===== config.mk =====
export PLATFORM = sky130hd
export DESIGN_NAME = ready_instruction_queue
export DESIGN_NICKNAME = d
export VERILOG_FILES = /design/src/rtl/sched_pkg.sv /design/src/rtl/ready_queue_storage.sv /design/src/rtl/ready_instruction_queue.sv
export SDC_FILE = /design/constraint.sdc
export NUM_CORES = 1
export LEC_CHECK = 0
export CAP_MARGIN = 20
export CORE_ASPECT_RATIO = 2
export CORE_MARGIN = 3
export CORE_UTILIZATION = 40
export CTS_BUF_LIST = sky130_fd_sc_hd__clkbuf_16
export DETAILED_ROUTE_END_ITERATION = 8
export GPL_ROUTABILITY_DRIVEN = 0
export PLACE_DENSITY = 0.64
export SLEW_MARGIN = 40
export SYNTH_ARGS = -nofsm -noshare
export SYNTH_HDL_FRONTEND = slang
export SYNTH_SLANG_ARGS = --single-unit

===== constraint.sdc =====
create_clock -name main_clk -period 5.18 [get_ports main_clk]
set_input_delay 1.036 -clock main_clk [delete_from_list [all_inputs] [get_ports main_clk]]
set_output_delay 1.036 -clock main_clk [all_outputs]
set_load 0.01 [all_outputs]

===== src/rtl/sched_pkg.sv =====
// Shared scheduler-side types and limits for the ready instruction queue.
package sched_pkg;

  localparam int INSTR_W_DEFAULT = 32;
  localparam int MAX_READY       = 3;
  localparam int MAX_PUSH        = 2;

  typedef logic [INSTR_W_DEFAULT-1:0] instr_t;
  typedef logic [1:0]                 ready_cnt_t;

endpackage


===== src/rtl/ready_queue_storage.sv =====
// DEPTH x INSTR_W entry array: two in-order write ports at wr_addr, wr_addr+1 and
// three asynchronous read ports at consecutive addresses from rd_addr (all modulo DEPTH).
module ready_queue_storage
  import sched_pkg::*;
#(
  parameter  int DEPTH   = 8,
  parameter  int INSTR_W = INSTR_W_DEFAULT,
  localparam int AW      = $clog2(DEPTH)
) (
  input  logic                                  main_clk,
  input  logic                                  main_rst_n,
  input  logic [MAX_PUSH-1:0]                   wr_en,
  input  logic [AW-1:0]                         wr_addr,
  input  logic [MAX_PUSH-1:0][INSTR_W-1:0]      wr_data,
  input  logic [AW-1:0]                         rd_addr,
  output logic [MAX_READY-1:0][INSTR_W-1:0]     rd_data
);

  logic [DEPTH-1:0][INSTR_W-1:0] mem;

  // Address arithmetic is AW bits wide, so the two writes and the read window wrap naturally.
  always_ff @(posedge main_clk or negedge main_rst_n) begin
    if (!main_rst_n) begin
      mem <= '0;
    end else begin
      for (int p = 0; p < MAX_PUSH; p++) begin
        if (wr_en[p]) mem[wr_addr + AW'(p)] <= wr_data[p];
      end
    end
  end

  always_comb begin
    rd_data = '0;
    for (int k = 0; k < MAX_READY; k++) begin
      rd_data[k] = mem[rd_addr + AW'(k)];
    end
  end

endmodule


===== src/rtl/ready_instruction_queue.sv =====
// Decoded-instruction FIFO feeding the scheduler; every output is derived from registered state.
// Optional starvation/backpressure counters are enabled by READY_QUEUE_STARVE_STATS_EN.
module ready_instruction_queue
  import sched_pkg::*;
#(
  parameter  int DEPTH   = 8,
  parameter  int INSTR_W = INSTR_W_DEFAULT,
  localparam int AW      = $clog2(DEPTH)
) (
  input  logic                              main_clk,
  input  logic                              main_rst_n,
  input  logic [1:0]                        push_count,
  input  logic [MAX_PUSH-1:0][INSTR_W-1:0]  push_instr,
  output logic [1:0]                        push_space,
  output ready_cnt_t                        ready_instruction_count_now,
  output logic [MAX_READY-1:0][INSTR_W-1:0] ready_instruction,
  input  ready_cnt_t                        used_ready_instruction_count,
  input  logic                              jump_triggering_now,
  output logic [AW:0]                       occupancy
`ifdef READY_QUEUE_STARVE_STATS_EN
  ,
  output logic [15:0]                       starve_cycles,
  output logic [15:0]                       backpressure_cycles
`endif
);

  localparam logic [AW:0] DEPTH_L = (AW+1)'(DEPTH);

  logic [AW-1:0]       rd_ptr;
  logic [AW-1:0]       wr_ptr;
  logic [AW:0]         occ;
  logic [AW:0]         free_slots;
  logic [MAX_PUSH-1:0] wr_en;

  // Handshake: decode may push at most push_space entries and the scheduler may retire at
  // most ready_instruction_count_now entries per cycle; both limits come from registered
  // state only, so neither side can form a combinational loop through this queue.
  assign free_slots = DEPTH_L - occ;
  assign push_space = (free_slots >= (AW+1)'(MAX_PUSH)) ? 2'(MAX_PUSH) : free_slots[1:0];
  assign ready_instruction_count_now =
      (occ >= (AW+1)'(MAX_READY)) ? 2'(MAX_READY) : occ[1:0];
  assign occupancy = occ;

  // A flushing cycle must not disturb storage, so its pushes are dropped at the write enables.
  assign wr_en[0] = !jump_triggering_now && (push_count != 2'd0);
  assign wr_en[1] = !jump_triggering_now && push_count[1];

  always_ff @(posedge main_clk or negedge main_rst_n) begin
    if (!main_rst_n) begin
      rd_ptr <= '0;
      wr_ptr <= '0;
      occ    <= '0;
    end else if (jump_triggering_now) begin
      rd_ptr <= '0;
      wr_ptr <= '0;
      occ    <= '0;
    end else begin
      rd_ptr <= rd_ptr + AW'(used_ready_instruction_count);
      wr_ptr <= wr_ptr + AW'(push_count);
      occ    <= occ - (AW+1)'(used_ready_instruction_count) + (AW+1)'(push_count);
    end
  end

  ready_queue_storage #(
    .DEPTH   (DEPTH),
    .INSTR_W (INSTR_W)
  ) u_storage (
    .main_clk   (main_clk),
    .main_rst_n (main_rst_n),
    .wr_en      (wr_en),
    .wr_addr    (wr_ptr),
    .wr_data    (push_instr),
    .rd_addr    (rd_ptr),
    .rd_data    (ready_instruction)
  );

`ifdef READY_QUEUE_STARVE_STATS_EN
  logic [15:0] starve_q;
  logic [15:0] backpressure_q;

  always_ff @(posedge main_clk or negedge main_rst_n) begin
    if (!main_rst_n) begin
      starve_q       <= '0;
      backpressure_q <= '0;
    end else if (jump_triggering_now) begin
      starve_q       <= '0;
      backpressure_q <= '0;
    end else begin
      if (occ == '0 && starve_q != 16'hFFFF) starve_q <= starve_q + 16'd1;
      if (push_space < 2'd2 && push_count == push_space && backpressure_q != 16'hFFFF)
        backpressure_q <= backpressure_q + 16'd1;
    end
  end

  assign starve_cycles       = starve_q;
  assign backpressure_cycles = backpressure_q;
`endif

  push_within_space: assert property (@(posedge main_clk) disable iff (!main_rst_n)
    push_count <= push_space);
  pop_within_ready: assert property (@(posedge main_clk) disable iff (!main_rst_n)
    used_ready_instruction_count <= ready_instruction_count_now);

endmodule


# Word level (Yosys, flattened, before mapping)
# Index checks and enable logic that the tools add are counted.
# Widths: inputs -> output; s select.
# word_totals
ff_bits	266
in_bits	71
output_inout_bits	104
# classes
add_sub_neg	8
n_lt_le_gt_ge	9
mux	19
reduce_logical	6
# ops
operator	count
$bwmux 256	2
$mux 256	2
$bmux 32 s3	3
$demux 32 s3	2
$mux 32	5
$lt 3x4->1 const B	5
$ge 4x2->1 const B	2
$add 3x1->3 const B	2
$add 3x2->3	2
$ge 3x1->1 const B	2
$mux 3	2
$add 4x2->4	1
$logic_and 1x1->1	4
$mux 2	2
$mux 4	1
$sub 4x2->4	1
$sub 4x4->4 const A	1
$add 3x2->3 const B	1
$reduce_bool 2->1	1
$logic_not 1->1	1

# Longest topological paths before layout
# Gate-level depths: netlist of the first run.
# logic_depth
ltp_word	8
mapped_depth	8
mapped_depth_nobuf	7

# Modules after synthesis
# From an unflattened synthesis of the first run, not the netlist that was laid out.
# unflattened
cells_unflattened	1221
hier_area_um2	18735.5
# by_module_without_submodules
mod	n_inst	cells_per_inst	area_per_inst_um2
ready_queue_storage	1	1149	18024.8
ready_instruction_queue	1	72	710.7

# Worst setup path before layout of the first run
# Ideal clock, no wire load.
# synth_path
path_type	register -> output
start	reg rd_ptr[0]
end	out ready_instruction[32] (netlist name)
t_arrival_ps	1955
setup_slack_ps	2189
path_stages_with_launch	6
cell_sequence	dfrtp_1 ha_1 clkbuf_1 buf_1 mux4_2 mux2_2
# synth_lines
item	line_no	source
start: declaration	ready_instruction_queue.sv:29	logic [AW-1:0] rd_ptr;
start signal: assignment	ready_instruction_queue.sv:58	rd_ptr <= rd_ptr + AW'(used_ready_instruction_count);
end: declaration	ready_instruction_queue.sv:16	output logic [MAX_READY-1:0][INSTR_W-1:0] ready_instruction,

==> flow_summary.json, run 1 <==
{
  "synth_largest_type_area_fraction": 0.3397,
  "routed_via_density": 7.026,
  "synthAdderAreaFrac": 0.01239,
  "final-max-slew-violation-count": 0,
  "yosys-top-cells-count": "sky130_fd_sc_hd__nand2_1 (355), sky130_fd_sc_hd__dfrtp_1 (266), sky130_fd_sc_hd__o21ai_0 (257), sky130_fd_sc_hd__a31oi_1 (256), sky130_fd_sc_hd__nor3_1 (256)",
  "synthesis.area_per_instance_um2": 8.976,
  "vdd.ir_drop.worst_mv": 0.2405,
  "max_clock_freq_ghz": 0.2273,
  "synth.largest_area_cell": "sky130_fd_sc_hd__dfrtp_1",
  "die_w_um": 162.5,
  "grt_usage": 0.2932,
  "yosys.cell_types.count": 44,
  "synth_xor_area_frac": 0.003512,
  "clk_latency_ps": 560,
  "aggregate_negative_setup_slack_ps": 0,
  "timing.critical_path.arrival_ps": 3360,
  "mappedNetlistNets": 2271,
  "cts-hold-fix-buffers": 0,
  "compound_cell_area_share_of_the_yosys_netlist": 0.1504,
  "synthTopCellsByArea": "sky130_fd_sc_hd__dfrtp_1 (34%), sky130_fd_sc_hd__mux4_2 (18%), sky130_fd_sc_hd__a31oi_1 (8.2%), sky130_fd_sc_hd__nand2_1 (6.8%), sky130_fd_sc_hd__o21ai_0 (6.6%)",
  "layout_min_cycle_time_ps": 4399,
  "global_route.overflow_total": 0,
  "synth.yosys.warnings": 0,
  "worst_path_max_delay_cell": "sky130_fd_sc_hd__dfrtp_2",
  "clock-skew-final_ps": 20.93,
  "sinks_on_the_clock_net": 266,
  "cpPeakStageDelay_ps": 630,
  "detail_route.drc_violations": 0,
  "critical_path_cell_count": 5,
  "ys_dominant_reg_cell": "sky130_fd_sc_hd__dfrtp_1",
  "cts.root.buffer_cell": "sky130_fd_sc_hd__clkbuf_16",
  "synth-edff-count": 0,
  "register_to_register_path_setup_slack_ps": 1730,
  "detail-route-antenna-nets": 0,
  "worst-r2r-cell-count": 5,
  "via_count_of_the_first_global_routing_pass": 20166,
  "count_of_vias_placed_by_the_detailed_router": 19595,
  "critical_path.endpoint_type": "primary output",
  "ratio_of_cells_with_drive_above_1_in_the_final_layout": 0.1410,
  "worstPathRequired_ps": 4140,
  "hold_path_class": "primary input to asynchronous set/reset pin",
  "start_util": 0.4052,
  "pin_count": 175,
  "setup_viol": 0,
  "grt_antenna_before_repair": 2,
  "std_cell_rows": 114,
  "clock_path_buffers": 3,
  "maxCapViolations": 0,
  "min_period_over_period": 0.8492,
  "tritoncts": "done",
  "holdWs_ps": 349.0,
  "synth_simple_gate_area_share": 0.2257,
  "cts_setup_buffers": 0,
  "yosys.cell_count.top_type": "sky130_fd_sc_hd__nand2_1",
  "power.density_nw_per_um2": 544.7,
  "hpwlAfterDp_mm": 45.47,
  "area_added_between_synthesis_and_finish_pct": 15.02,
  "htree_num_levels": 1,
  "synthArstFlopShare": 1.000,
  "clkSlewWorstSetupHoldPaths_ps": 70,
  "synth_top_family_by_area": "simple AND/OR/NAND/NOR gates",
  "first_pass_grt_wire_length_mm": 119.1,
  "die_y_um": 319.0,
  "synth-seq-cells": 266,
  "total_leakage_power_nw": 7.934,
  "io_buffers": 174,
  "timing.critical_path.cells": "ha_4 -> buf_12 -> mux4_2 -> mux2_2 -> clkdlybuf4s50_1",
  "largest_net_degree_at_the_start_of_global_routing": 129,
  "max-slew-margin-rel": 0.4008,
  "path_max_fanout": 44,
  "r2r_path_end": "u_storage.mem[27]",
  "status": "finished, final reports clean",
  "cp_num_buf_inv": 2,
  "synthMuxAreaShare": 0.2029,
  "design.final.nets": 2217,
  "floorplan.die_area_um2": 51840,
  "actual_slew_at_the_worst_max_slew_pin_ps": 898.7,
  "cts_inserted_buffers": 26,
  "rsz0062_at_grt": "no",
  "start_kind": "register",
  "n_fill_cell": 4474,
  "finalHoldViolCount": 0,
  "crit_path_start": "rd_ptr[1]",
  "path_delay_family": "buffers and inverters",
  "timing.rr.start": "wr_ptr[1]",
  "detail_route.first_pass.iterations": 6,
  "placeableCoreArea_um2": 48350,
  "crit_type": "register to primary output",
  "postRouteWirelength_mm": 78.37,
  "netlist_instances": 2183,
  "yosysSeqAreaShare": 0.3397,
  "endpoint": "ready_instruction[50]",
  "ctsResizeCount": 0,
  "syn_area_um2": 19600,
  "post_drt_wl_per_cell_um": 28.10,
  "first_iter_violations": 1970
}
[power breakdown]
part	total [W]	switching, W	internal [W]
sequential	0.00421	0.00114	0.00307
combinational	0.00588	0.00281	0.00307
clock	0.00218	0.000896	0.00129
[kinds of logic (layout without fill, tap and decap cells)]
family,count (synthesis),in the layout
other cells,0,2
xor+xnor,7,7
simple gates,866,866
compound gates,521,521
mux,193,193
buf+inv,313,279
flops,266,266
fa+ha+maj,17,17
[placed cells by master, fill, tap and decap left out, types with 8 or more instances in the layout]
cell | Yosys | layout
sky130_fd_sc_hd__nand2_1 | 355 | 355
sky130_fd_sc_hd__dfrtp_1 | 266 | 261
sky130_fd_sc_hd__o21ai_0 | 257 | 256
sky130_fd_sc_hd__nor3_1 | 256 | 256
sky130_fd_sc_hd__a31oi_1 | 256 | 256
sky130_fd_sc_hd__clkdlybuf4s50_1 | 0 | 172
sky130_fd_sc_hd__mux4_2 | 160 | 160
sky130_fd_sc_hd__nor2_1 | 103 | 103
sky130_fd_sc_hd__nor4bb_1 | 64 | 64
sky130_fd_sc_hd__mux2_2 | 33 | 33
sky130_fd_sc_hd__and4b_1 | 32 | 32
sky130_fd_sc_hd__nor4b_1 | 32 | 32
sky130_fd_sc_hd__buf_4 | 2 | 28
sky130_fd_sc_hd__clkbuf_16 | 0 | 27
sky130_fd_sc_hd__inv_1 | 14 | 16
sky130_fd_sc_hd__ha_1 | 13 | 12
sky130_fd_sc_hd__buf_12 | 0 | 9
sky130_fd_sc_hd__clkinv_1 | 0 | 8
[layer usage]
metal	routed length, µm	share of wire	vias up	GRT usage
li1	-	-	8040	-
met1	26590	0.34	9698	0.3434
met2	38080	0.49	1469	0.4801
met3	7467	0.095	388	0.05030
met4	6237	0.080	0	0.2137
met5	0	0	-	0
[worst min-delay path by stage]
| stage | start | to | slack [ps] | cells after the start |
|---|---|---|---|---|
| 2_1_floorplan | u_storage.mem[104] | u_storage.mem[104] | 530 | 2 |
| 3_3_place_gp | u_storage.mem[249] | u_storage.mem[249] | 560 | 2 |
| 3_5_place_dp | u_storage.mem[118] | u_storage.mem[118] | 580 | 2 |
| 4_1_cts | main_rst_n | u_storage.mem[6] | 570 | 1 |
| 5_1_grt | main_rst_n | u_storage.mem[100] | 370 | 1 |
| 6_report | main_rst_n | u_storage.mem[4] | 350 | 1 |
[registers in the layout (all words and copies together), names as in the netlist]
| register | count |
|---|---|
| u_storage.mem | 256 |
| occupancy | 4 |
| rd_ptr | 3 |
| wr_ptr | 3 |
[final cells by class]
type | instances | area (µm²) | area share
inverter | 14 | 55.05 | 0.002443
antenna | 2 | 5.005 | 0.0002220
multi-input combinational | 1604 | 11820 | 0.5246
tap | 638 | 798.3 | 0.03542
sequential | 266 | 6673 | 0.2960
clock buffer | 27 | 675.6 | 0.02998
clock inverter | 21 | 266.5 | 0.01182
timing repair buffer | 217 | 2242 | 0.09948
[through the flow]
stage | cell area, µm² | total power [W] | util | std cells | worst slack, ps
after floorplan | 19600 | 0.007398 | - | 2183 | 2189
final | 22540 | 0.01228 | 0.4661 | 2789 | 781.3
after CTS | 22470 | 0.01219 | 0.4647 | 2785 | 762.6
after detailed placement | 21530 | 0.01001 | 0.4452 | 2737 | 1340
after global placement | 21460 | 0.009789 | 0.4438 | 2735 | 1332
after global routing | 22530 | 0.01285 | 0.4660 | 2787 | 719.8
Note: power is estimated with default switching activity, not from simulation.
==> run 2: changes to the inputs <==
==> constraint.sdc (replaced) <==
create_clock -name main_clk -period 4.53 [get_ports main_clk]
set_input_delay 0.906 -clock main_clk [delete_from_list [all_inputs] [get_ports main_clk]]
set_output_delay 0.906 -clock main_clk [all_outputs]
set_load 0.01 [all_outputs]
==> flow_summary.json, run 2 (synthesized netlist as in run 1, its figures left out) <==
{
  "routed_via_density": 7.021,
  "register_to_register_path_setup_slack_ps": 1410,
  "cpPeakStageDelay_ps": 720,
  "worstPathRequired_ps": 3620,
  "vdd.ir_drop.worst_mv": 0.3172,
  "maxCapViolations": 0,
  "detail_route.first_pass.iterations": 5,
  "io_buffers": 174,
  "pin_count": 175,
  "grt_usage": 0.2957,
  "detail_route.drc_violations": 0,
  "commonest_cells_after_routing_fill_and_taps_aside": "sky130_fd_sc_hd__nand2_1 (355), sky130_fd_sc_hd__dfrtp_1 (261), sky130_fd_sc_hd__o21ai_0 (256), sky130_fd_sc_hd__nor3_1 (256), sky130_fd_sc_hd__a31oi_1 (256)",
  "dp_worst_setup_slack_ps": 778.6,
  "first_iter_violations": 2163,
  "start_kind": "register",
  "cts_setup_buffers": 0,
  "area_added_between_synthesis_and_finish_pct": 15.03,
  "hpwlAfterDp_mm": 47.30,
  "detail-route-antenna-nets": 0,
  "sinks_on_the_clock_net": 266,
  "largest_register_ffs": 256,
  "ctsResizeCount": 0,
  "status": "finished, final reports clean",
  "worst_path_max_delay_cell": "sky130_fd_sc_hd__ha_4",
  "path_max_fanout": 33,
  "first_pass_grt_wire_length_mm": 119.8,
  "die_w_um": 162.5,
  "start_util": 0.4052,
  "timing.critical_path.cells": "ha_4 -> buf_12 -> mux4_2 -> mux2_2 -> clkdlybuf4s50_1",
  "clock-skew-final_ps": 13.78,
  "htree_num_levels": 1,
  "layout_commonest_cell": "sky130_fd_sc_hd__nand2_1",
  "cts-hold-fix-buffers": 0,
  "grt_antenna_before_repair": 2,
  "postLayoutSetupSlackWorst_ps": 183.2,
  "power.density_nw_per_um2": 614.0,
  "floorplan.die_area_um2": 51840,
  "via_count_of_the_first_global_routing_pass": 19620,
  "total_leakage_power_nw": 7.964,
  "max_clock_freq_ghz": 0.2301,
  "max-slew-margin-rel": 0.4012,
  "largest_net_degree_at_the_start_of_global_routing": 122,
  "placeableCoreArea_um2": 48350,
  "cts.root.buffer_cell": "sky130_fd_sc_hd__clkbuf_16",
  "timing.critical_path.arrival_ps": 3440,
  "aggregate_negative_setup_slack_ps": 0,
  "actual_slew_at_the_worst_max_slew_pin_ps": 898.3,
  "clock_path_buffers": 3,
  "tritoncts": "done",
  "rsz0062_at_grt": "no",
  "ratio_of_cells_with_drive_above_1_in_the_final_layout": 0.1477,
  "design.final.nets": 2236,
  "clkSlewWorstSetupHoldPaths_ps": 70,
  "global_route.overflow_total": 0,
  "hold_path_class": "primary input to asynchronous set/reset pin",
  "min_period_over_period": 0.9596,
  "clk_latency_ps": 570,
  "layout_min_cycle_time_ps": 4347,
  "registers.top_by_ff_count": "u_storage.mem",
  "postRouteWirelength_mm": 79.37,
  "post_drt_wl_per_cell_um": 28.29,
  "die_y_um": 319.0,
  "finalHoldViolCount": 0,
  "std_cell_rows": 114,
  "setup_viol": 0,
  "cts_inserted_buffers": 27,
  "critical_path.endpoint_type": "primary output",
  "final-max-slew-violation-count": 0,
  "crit_type": "register to primary output",
  "count_of_vias_placed_by_the_detailed_router": 19702
}
[run 2: power by group]
| part | switching (W) | internal [W] |
|---|---|---|
| logic | 0.00323 | 0.00352 |
| clock network | 0.00104 | 0.00125 |
| registers | 0.00129 | 0.00351 |
| total | 0.00556 | 0.00828 |
[run 2: path summary, 6_finish.rpt]
path / start / cells after the start / to
setup / recovery: rd_ptr[0] / 5 / ready_instruction[58]
hold / removal: main_rst_n / 1 / u_storage.mem[6]
setup reg to reg: wr_ptr[0] / 6 / u_storage.mem[9]
hold reg to reg: u_storage.mem[220] / 2 / u_storage.mem[220]
max in group asynchronous: main_rst_n / 3 / u_storage.mem[7]
min in group main_clk: u_storage.mem[220] / 2 / u_storage.mem[220]
[run 2: metrics by stage]
stage | power, W | hold WS, ps | cells | util | instance area [µm²]
finish | 0.01384 | 209.7 | 2806 | 0.4662 | 22540
global route | 0.01452 | 219.8 | 2804 | 0.4661 | 22540
CTS | 0.01374 | 435.7 | 2802 | 0.4651 | 22490
detailed placement | 0.01145 | 575.2 | 2755 | 0.4476 | 21640
global placement | 0.01119 | 562.0 | 2755 | 0.4472 | 21620
floorplan | 0.008459 | 534.9 | 2183 | - | 19600
[run 2: layer usage]
metal,up-vias,share of wire,global-route usage
met5,-,0.00021,0
met3,366,0.094,0.05199
met1,9785,0.34,0.3486
met4,2,0.081,0.2034
met2,1461,0.49,0.4865
li1,8088,-,-
[run 2: final cells by class]
class	count	area (µm²)
Antenna cell	2	5.005
Clock inverter	20	170.2
Multi-Input combinational cell	1604	11810
Fill cell	4463	25810
Tap cell	638	798.3
Sequential cell	266	6673
Inverter	14	52.55
Clock buffer	27	675.6
Timing Repair Buffer	235	2359
[run 2: worst max-delay path, delay by kind of cell, from the launching register on]
family / cells / cell delay (ps)
DFF: 1 / 640
buffers and inverters: 2 / 810
adders and majority gates: 1 / 720
muxes: 2 / 660
==> run 3: changes to the inputs <==
--- a/config.mk
+++ b/config.mk
@@ -8,11 +8,12 @@
 export CAP_MARGIN = 20
 export CORE_ASPECT_RATIO = 2
 export CORE_MARGIN = 3
-export CORE_UTILIZATION = 40
+export CORE_UTILIZATION = 55
 export CTS_BUF_LIST = sky130_fd_sc_hd__clkbuf_16
 export DETAILED_ROUTE_END_ITERATION = 8
+export DONT_BUFFER_PORTS = 1
 export GPL_ROUTABILITY_DRIVEN = 0
-export PLACE_DENSITY = 0.64
+export PLACE_DENSITY = 0.75
 export SLEW_MARGIN = 40
 export SYNTH_ARGS = -nofsm -noshare
 export SYNTH_HDL_FRONTEND = slang
==> flow_summary.json, run 3 (synthesized netlist as in run 1, its figures left out) <==
{
  "status": "finished, final reports clean",
  "ctsResizeCount": 0,
  "global_route.overflow_total": 0,
  "critical_path.endpoint_type": "primary output",
  "n_fill_cell": 2933,
  "post_drt_wl_per_cell_um": 29.39,
  "via_count_of_the_first_global_routing_pass": 18649,
  "start_kind": "register",
  "design.final.nets": 2048,
  "clock-skew-final_ps": 10.19,
  "r2r_path_end": "u_storage.mem[47]",
  "clk_latency_ps": 550,
  "hold_path_class": "primary input to asynchronous set/reset pin",
  "cts.root.buffer_cell": "sky130_fd_sc_hd__clkbuf_16",
  "pin_count": 175,
  "floorplan.die_area_um2": 38060,
  "grt_antenna_before_repair": 1,
  "timing.critical_path.cells": "ha_4 -> buf_12 -> mux4_2 -> mux2_2",
  "final_util": 0.5840,
  "path_max_fanout": 28,
  "die_y_um": 272.9,
  "count_of_vias_placed_by_the_detailed_router": 19019,
  "max_clock_freq_ghz": 0.2634,
  "detail_route.first_pass.iterations": 7,
  "largest_net_degree_at_the_start_of_global_routing": 267,
  "cts-hold-fix-buffers": 0,
  "grt_usage": 0.3591,
  "register_to_register_path_setup_slack_ps": 1280,
  "postRouteWirelength_mm": 71.35,
  "first_pass_grt_wire_length_mm": 108.5,
  "detail_route.drc_violations": 0,
  "cts_inserted_buffers": 26,
  "routed_via_density": 7.833,
  "layout_commonest_cell": "sky130_fd_sc_hd__nand2_1",
  "rsz0062_at_grt": "no",
  "total_leakage_power_nw": 7.253,
  "layout_min_cycle_time_ps": 3796,
  "cts_setup_buffers": 0,
  "cpPeakStageDelay_ps": 670,
  "largest_register_ffs": 256,
  "aggregate_negative_setup_slack_ps": 0,
  "vdd.ir_drop.worst_mv": 0.2964,
  "timing.critical_path.arrival_ps": 2890,
  "commonest_cells_after_routing_fill_and_taps_aside": "sky130_fd_sc_hd__nand2_1 (355), sky130_fd_sc_hd__dfrtp_1 (261), sky130_fd_sc_hd__o21ai_0 (256), sky130_fd_sc_hd__nor3_1 (256), sky130_fd_sc_hd__a31oi_1 (256)",
  "timing.rr.start": "wr_ptr[0]",
  "clock_path_buffers": 3,
  "io_buffers": 0,
  "actual_slew_at_the_worst_max_slew_pin_ps": 883.5,
  "worst-r2r-cell-count": 5,
  "max-slew-margin-rel": 0.4110,
  "area_added_between_synthesis_and_finish_pct": 4.540,
  "detail-route-antenna-nets": 0,
  "power.density_nw_per_um2": 605.3,
  "min_period_over_period": 0.8380,
  "sinks_on_the_clock_net": 266,
  "clkSlewWorstSetupHoldPaths_ps": 70,
  "worst_path_max_delay_cell": "sky130_fd_sc_hd__ha_4",
  "htree_num_levels": 1,
  "maxCapViolations": 0,
  "final-max-slew-violation-count": 0,
  "registers.top_by_ff_count": "u_storage.mem",
  "first_iter_violations": 2961,
  "start_util": 0.5587,
  "cp_num_buf_inv": 1,
  "path_delay_family": "multiplexers",
  "hpwlAfterDp_mm": 41.61,
  "ratio_of_cells_with_drive_above_1_in_the_final_layout": 0.1515,
  "std_cell_rows": 97,
  "die_w_um": 139.5,
  "tritoncts": "done",
  "finalHoldViolCount": 0,
  "placeableCoreArea_um2": 35070,
  "worstPathRequired_ps": 3620,
  "setup_viol": 0,
  "crit_type": "register to primary output"
}
## run 3: cell types whose count changed in the layout (fill, tap and decap cells not counted), sizes merged
cell           previous run  this run
inv                      20        22
clkdlybuf4s50           172         0
buf                      63        48
clkinvlp                  2         0
clkinv                    9        10
diode                     2         3
## run 3: how the worst max path moves through the flow
| stage | start | slack [ps] | end | cells after the start |
|---|---|---|---|---|
| floorplan | rd_ptr[0] | 1670 | ready_instruction[32] | 5 |
| global placement | rd_ptr[1] | 1260 | ready_instruction[33] | 4 |
| detailed placement | rd_ptr[1] | 1160 | ready_instruction[61] | 4 |
| CTS | rd_ptr[1] | 570 | ready_instruction[61] | 4 |
| global route | rd_ptr[1] | 670 | ready_instruction[46] | 4 |
| finish | rd_ptr[1] | 730 | ready_instruction[46] | 4 |
## run 3: worst reg2reg max path: cells and delay by family (launching register included)
kind	cells	cell delay, ps
and+or+nand+nor	2	1580
buffers and inverters	2	960
DFF	1	410
AOI/OAI and AO/OA	1	160
## run 3: power breakdown
part,internal (W),total (W),switching (W)
Sequential,0.00351,0.00487,0.00136
Combinational,0.00251,0.00531,0.00280
Clock,0.00124,0.00222,0.000978
## run 3: per-layer routing
metal  track usage  vias up  part of all wire
li1              -     7704                 -
met4        0.2585        2             0.089
met3       0.06951      417              0.11
met2        0.5769     1631              0.47
met1        0.4305     9265              0.33
met5             0        -           0.00020
## run 3: metrics by stage
step / total power [W] / cell area, µm² / cells / hold slack, ps / setup slack (ps)
floorplan: 0.008459 / 19600 / 2183 / 534.9 / 1669
CTS: 0.01223 / 20430 / 2423 / 54.67 / 571.9
finish: 0.01240 / 20480 / 2428 / 47.90 / 733.7
detailed placement: 0.01003 / 19590 / 2375 / 573.8 / 1161
global placement: 0.009725 / 19470 / 2371 / 558.8 / 1261
global route: 0.01296 / 20480 / 2425 / 46.11 / 674.8
## run 3: cell type report
type	count	area [µm²]	area share
inverter	14	52.55	0.002565
antenna	3	7.507	0.0003665
sequential	266	6673	0.3257
tap	445	556.8	0.02718
timing repair buffer	48	555.5	0.02712
clock buffer	27	675.6	0.03298
clock inverter	21	162.7	0.007940
multi-input combinational	1604	11800	0.5761
